$ cat config.mk
export PLATFORM = sky130hd
export DESIGN_NAME = shift_loop_ctrl
export DESIGN_NICKNAME = d
export VERILOG_FILES = /design/src/rtl/shift_pkg.sv /design/src/rtl/shift_loop_ctrl.sv
export SDC_FILE = /design/constraint.sdc
export NUM_CORES = 1
export LEC_CHECK = 0
export ABC_CLOCK_PERIOD_IN_PS = 5830
export CAP_MARGIN = 10
export CORE_MARGIN = 2
export CORE_UTILIZATION = 45
export DETAILED_ROUTE_END_ITERATION = 8
export GPL_TIMING_DRIVEN = 0
export PLACE_DENSITY_LB_ADDON = 0.1
export SLEW_MARGIN = 10
export SYNTH_ARGS = -nofsm -noshare
export SYNTH_HDL_FRONTEND = slang
export SYNTH_SLANG_ARGS = --single-unit
export TNS_END_PERCENT = 5
$ cat constraint.sdc
create_clock -name clk -period 5.83 [get_ports clk]
set_clock_uncertainty 0.1 [all_clocks]
set_input_delay 1.4575 -clock clk [delete_from_list [all_inputs] [get_ports clk]]
set_output_delay 1.4575 -clock clk [all_outputs]
set_load 0.02 [all_outputs]
$ cat src/rtl/shift_pkg.sv
// Shared definitions for the shift-loop controller.
//   state_t        : controller state encoding (IDLE, SHIFT, DRAIN, DONE)
//   ERR_W_DEFAULT  : default width of the saturating mismatch counter
//   calc_cnt_w()   : cycle-counter width, clog2(WIDTH+DEPTH+1), so the
//                    counter can hold the last busy cycle index WIDTH+DEPTH
package shift_pkg;

    typedef enum logic [1:0] {
        IDLE  = 2'd0,
        SHIFT = 2'd1,
        DRAIN = 2'd2,
        DONE  = 2'd3
    } state_t;

    localparam int ERR_W_DEFAULT = 8;

    function automatic int calc_cnt_w(input int width, input int depth);
        return $clog2(width + depth + 1);
    endfunction

endpackage

$ cat src/rtl/shift_loop_ctrl.sv
// Loopback / BIST sequencer for a DEPTH-stage serial shift register.
// A word accepted on the in_* handshake is driven LSB-first on ser_out; the
// shift register output (ser_in) is realigned by DEPTH cycles and recaptured.
// The recaptured word is presented on out_* together with a match flag and a
// saturating count of mismatching words.
// Ports:
//   clk, rst                     clock, synchronous active-low reset
//   in_valid/in_ready/in_data    word to send (in_ready decoded from state)
//   ser_out / ser_in             to shift register sin / from its sout
//   out_valid/out_ready/out_data recaptured word (held until consumed)
//   match                        out_data equals the sent word
//   busy                         controller not idle (decoded from state)
//   err_cnt                      saturating count of mismatching words
module shift_loop_ctrl
    import shift_pkg::*;
#(
    parameter int WIDTH = 8,
    parameter int DEPTH = 4,
    parameter int ERR_W = ERR_W_DEFAULT
) (
    input  logic             clk,
    input  logic             rst,
    input  logic             in_valid,
    output logic             in_ready,
    input  logic [WIDTH-1:0] in_data,
    output logic             ser_out,
    input  logic             ser_in,
    output logic             out_valid,
    input  logic             out_ready,
    output logic [WIDTH-1:0] out_data,
    output logic             match,
    output logic             busy,
    output logic [ERR_W-1:0] err_cnt
);

    localparam int CNT_W = calc_cnt_w(WIDTH, DEPTH);

    // Cycle k (k-th cycle after the accept edge) is tracked as cnt_q == k.
    localparam logic [CNT_W-1:0] CNT_ONE    = CNT_W'(1);
    localparam logic [CNT_W-1:0] SHIFT_LAST = CNT_W'(WIDTH);
    localparam logic [CNT_W-1:0] CAP_FIRST  = CNT_W'(DEPTH + 1);
    localparam logic [CNT_W-1:0] CAP_LAST   = CNT_W'(DEPTH + WIDTH);

    state_t             state_q;
    logic [CNT_W-1:0]   cnt_q;
    logic [WIDTH-1:0]   tx_q;
    logic [WIDTH-1:0]   rx_q;
    logic               ser_out_q;
    logic               out_valid_q;
    logic [WIDTH-1:0]   out_data_q;
    logic               match_q;
    logic [ERR_W-1:0]   err_cnt_q;

    logic [WIDTH-1:0]   rx_d;
    logic               tx_bit_d;
    logic               cap_en;
    logic [CNT_W-1:0]   cap_idx;

    // rx_d is the capture register including this cycle's ser_in bit, so the
    // final bit is already part of the word loaded into out_data at the end
    // of cycle WIDTH+DEPTH. tx_bit_d is the bit to drive in the next cycle.
    always_comb begin
        cap_en   = ((state_q == SHIFT) || (state_q == DRAIN)) &&
                   (cnt_q >= CAP_FIRST) && (cnt_q <= CAP_LAST);
        cap_idx  = cnt_q - CAP_FIRST;
        rx_d     = rx_q;
        tx_bit_d = 1'b0;
        for (int b = 0; b < WIDTH; b++) begin
            if (cap_en && (cap_idx == CNT_W'(b))) begin
                rx_d[b] = ser_in;
            end
            if (cnt_q == CNT_W'(b)) begin
                tx_bit_d = tx_q[b];
            end
        end
    end

    always_ff @(posedge clk) begin
        if (!rst) begin
            state_q     <= IDLE;
            cnt_q       <= '0;
            tx_q        <= '0;
            rx_q        <= '0;
            ser_out_q   <= 1'b0;
            out_valid_q <= 1'b0;
            out_data_q  <= '0;
            match_q     <= 1'b0;
            err_cnt_q   <= '0;
        end else begin
            case (state_q)
                IDLE: begin
                    ser_out_q <= 1'b0;
                    if (in_valid) begin
                        tx_q      <= in_data;
                        rx_q      <= '0;
                        ser_out_q <= in_data[0];
                        cnt_q     <= CNT_ONE;
                        state_q   <= SHIFT;
                    end
                end
                SHIFT, DRAIN: begin
                    cnt_q <= cnt_q + CNT_ONE;
                    rx_q  <= rx_d;
                    // Capture may overlap SHIFT when DEPTH < WIDTH, so the
                    // end-of-word check comes first and applies in both states.
                    if (cnt_q == CAP_LAST) begin
                        state_q     <= DONE;
                        cnt_q       <= '0;
                        ser_out_q   <= 1'b0;
                        out_valid_q <= 1'b1;
                        out_data_q  <= rx_d;
                        match_q     <= (rx_d == tx_q);
                        if ((rx_d != tx_q) && (err_cnt_q != '1)) begin
                            err_cnt_q <= err_cnt_q + ERR_W'(1);
                        end
                    end else if (cnt_q == SHIFT_LAST) begin
                        state_q   <= DRAIN;
                        ser_out_q <= 1'b0;
                    end else if (state_q == SHIFT) begin
                        ser_out_q <= tx_bit_d;
                    end
                end
                DONE: begin
                    // out_data is intentionally held after the handshake.
                    if (out_ready) begin
                        out_valid_q <= 1'b0;
                        state_q     <= IDLE;
                    end
                end
                default: begin
                    state_q <= IDLE;
                end
            endcase
        end
    end

    assign in_ready  = (state_q == IDLE);
    assign busy      = (state_q != IDLE);
    assign ser_out   = ser_out_q;
    assign out_valid = out_valid_q;
    assign out_data  = out_data_q;
    assign match     = match_q;
    assign err_cnt   = err_cnt_q;

endmodule

==> out/results.tsv <==
stage	metric	value	unit
critical_path	Worst EP required	5.93	ns
placement	Inst Count DP	399	
final_layout	Util after Layout	0.569	
power	leakage power	1.01	nW
final_layout	Final Non-Filler Cells	407	
die	Initial Util	0.464	
critical_path	reg2reg path depth	12	
power	Overall Power	1.00	mW
grt	pin count of the biggest net entering global routing	13	
sta	Final WS setup	1.96	ns
die	Die Ht	76.3	um
sta	Worst Max-Slew Pin Slew	0.543	ns
route	drt drc	0	
clock_network	H-tree levels	2	
sta	Hold Vio Cnt, Final	0	
grt	grt met3 use	0.0367	
die	num rows	26	
yosys	Post-synth ARST share	0	
clock_network	Max Buffers Root-to-Sink	2	
placement	post-place setup slack	1.66	ns
run_status	outcome	completed	
final_layout	Nets	361	
critical_path	Setup CP Type	in2reg	
grt	global-route wire length before repair	9900	um
yosys	xor and xnor area share after synthesis	0.0112	
final_layout	P&R area growth vs syn	22.7	%
clock_network	Post-CTS Setup Repair Bufs	0	
final_layout	Antenna diodes	0	
route	vias per inst	5.49	
power	maximum vdd drop	256	uV
grt	All-Layer GR Usage	0.207	
grt	GR Util met1	0.281	
yosys	main flop type after synthesis	dfxtp_1	
placement	gpl congestion	0.899	
sta	ratio of final minimum period to clock period	0.663	
route	routed len/inst	14.4	um
yosys	Seq/Total Area, Yosys	0.349	
critical_path	Setup crit start kind	input port	
yosys	Syn Std Cell Area	2350	um^2
sta	FMAX	259	MHz
placement	HPWL Detailed	4380	um
sta	Final setup viols	0	
grt	grt peak-use layer	met2	
yosys	Synth Area in Compound Gates	0.245	
yosys	EDFF count, synth	0	
clock_network	Clock transition at path regs	0.08	ns
sta	final max-slew violation count	0	
critical_path	flop-to-flop setup slack	2.39	ns
critical_path	Max FO, Critical Path	10	
yosys	post-synthesis average cell area	7.95	um^2
critical_path	crit path launch	ser_in	
yosys	net count after synthesis	321	
sta	RSZ-0062 raised after global routing	no	
min_path	Hold Crit Class	reg2reg	
grt	initial antenna violation count	0	
sta	minimum clock period	3.87	ns
yosys	register bit total from synthesis	41	
final_layout	share of post-route cells with drive strength above 1	0.0623	
yosys	Cells after Synth	296	
critical_path	crit path DAT	3.97	ns
yosys	unique cell type count in the Yosys netlist	50	
critical_path	RR Startpoint	cnt_q[0]	
power	power per cell area	347	nW/um^2
clock_network	CTS Buf Count	5	
route	DRT Pass-1 Iters	4	
die	Die W	76.3	um
route	routed vias	2234	
clock_network	# clock sinks	41	
route	Post-DRT Antenna Nets	0	
yosys	mux cell area share after synthesis	0.0170	
route	initial DRC count	122	
sta	Fin Setup TNS	0	ns
clock_network	worst skew pair latency	0.30	ns
yosys	Synth Area in Simple Gates	0.265	
critical_path	Worst Setup EP	err_cnt[4]	
route	Routed WL	5860	um
yosys	warnings from Yosys	0	
critical_path	nature of the critical path endpoint	register	
yosys	Adder-Cell Fraction of Synth Area	0.0638	
clock_network	TritonCTS clock tree	built	
die	Die ar.	5820	um^2
grt	GR Layer Usage met2	0.338	
sta	Slew Limit Headroom	0.636	
grt	GRT overflow	0	
yosys	combinational family with the most area after synthesis	simple AND/OR/NAND/NOR gates	
die	I/O pin count	34	
clock_network	hold_buf cts	0	
clock_network	post-CTS sizing	0	
placement	Port Buffers	33	
die	placeable core area	5070	um^2
clock_network	root buf cell	clkbuf_8	
job	# Max-Cap Violations	0	
critical_path	reg2reg end	err_cnt[3]	
grt	number of global-route vias before repair	2061	
-- layout make-up --
type / instances / area (um^2)
flip-flops and latches: 41 / 821
plain buffers: 15 / 71.3
inverters: 12 / 45.0
clock inverters: 1 / 30.0
fillers: 497 / 2190
repair buffers: 33 / 330
well taps: 70 / 87.6
clock buffers: 7 / 86.3
multi-input cells: 228 / 1420
-- metrics by stage --
step | hold WS, ns | area, um^2
2_1_floorplan | 0.354 | 2350
3_3_place_gp | 0.345 | 2770
3_5_place_dp | 0.346 | 2770
4_1_cts | 0.357 | 2890
5_1_grt | 0.401 | 2890
6_report | 0.356 | 2890
-- synthesized netlist by cell type (all sizes together) (3+ instances only) --
cell type	count	area share
nand2	33	0.053
nor2b	3	0.0080
nor4	5	0.013
dfxtp	41	0.35
mux2i	4	0.017
ha	12	0.064
buf	6	0.016
a21oi	34	0.072
a32oi	4	0.026
inv	12	0.019
o31a	3	0.011
a211oi	8	0.031
or3	7	0.019
nand3	13	0.028
a31oi	4	0.011
clkbuf	9	0.014
nand2b	4	0.011
o21ai	15	0.033
o31ai	6	0.019
nor2	31	0.049
and2	6	0.016
or4	7	0.026
and3	6	0.016
-- layer usage --
metal | routed length, um | share of wire | vias to the layer above
li1 | - | - | 1148
met1 | 2870 | 0.49 | 1042
met2 | 2710 | 0.46 | 37
met3 | 195 | 0.033 | 7
met4 | 80 | 0.014 | 0
met5 | 0 | 0 | -
-- sequential cells by signal, indices dropped and copies added, names as in the netlist --
signal and flops:
match 1, out_valid 1, err_cnt 8, state_q 2
rx_q 8, ser_out 1, tx_q 8, cnt_q 4
out_data 8
-- how the worst min path moves through the flow --
stage          slack, ns      end    start  depth (start not counted)
5_1_grt             0.40    match    match                          2
3_3_place_gp        0.35    match    match                          2
2_1_floorplan       0.35  rx_q[0]  rx_q[0]                          2
6_report            0.36    match    match                          2
3_5_place_dp        0.35    match    match                          2
4_1_cts             0.36    match    match                          2
-- worst max-delay path, cell delays in order --
cell and delay (ns):
clkdlybuf4s50_1 0.48, inv_1 0.12, or4_1 0.55, o211ai_2 0.26, xor2_1 0.11, nor4_1 0.33, and4_4 0.31, buf_6 0.14
nor4_1 0.05, o21a_1 0.16
-- placed cells by master (no fill, tap or decap), drive strengths merged, types with 8 or more instances in the layout --
| cell type | count |
|---|---|
| a211oi | 8 |
| a21oi | 34 |
| clkbuf | 16 |
| clkdlybuf4s50 | 33 |
| dfxtp | 41 |
| ha | 12 |
| inv | 12 |
| nand2 | 33 |
| nand3 | 13 |
| nor2 | 31 |
| o21ai | 15 |
-- logic make-up after synthesis --
| group | count (synthesis) |
|---|---|
| AND/OR/NAND/NOR | 124 |
| AO/OA/AOI/OAI | 85 |
| flip-flops | 41 |
| buffers and inverters | 27 |
| adder cells (fa/ha/maj) | 12 |
| multiplexers | 4 |
| XOR/XNOR | 3 |
-- power by group --
part | total, mW | switching (mW) | internal [mW]
clock | 0.242 | 0.102 | 0.140
combinational | 0.423 | 0.277 | 0.147
sequential | 0.338 | 0.0332 | 0.305
Power figures use the tool's default switching activity.
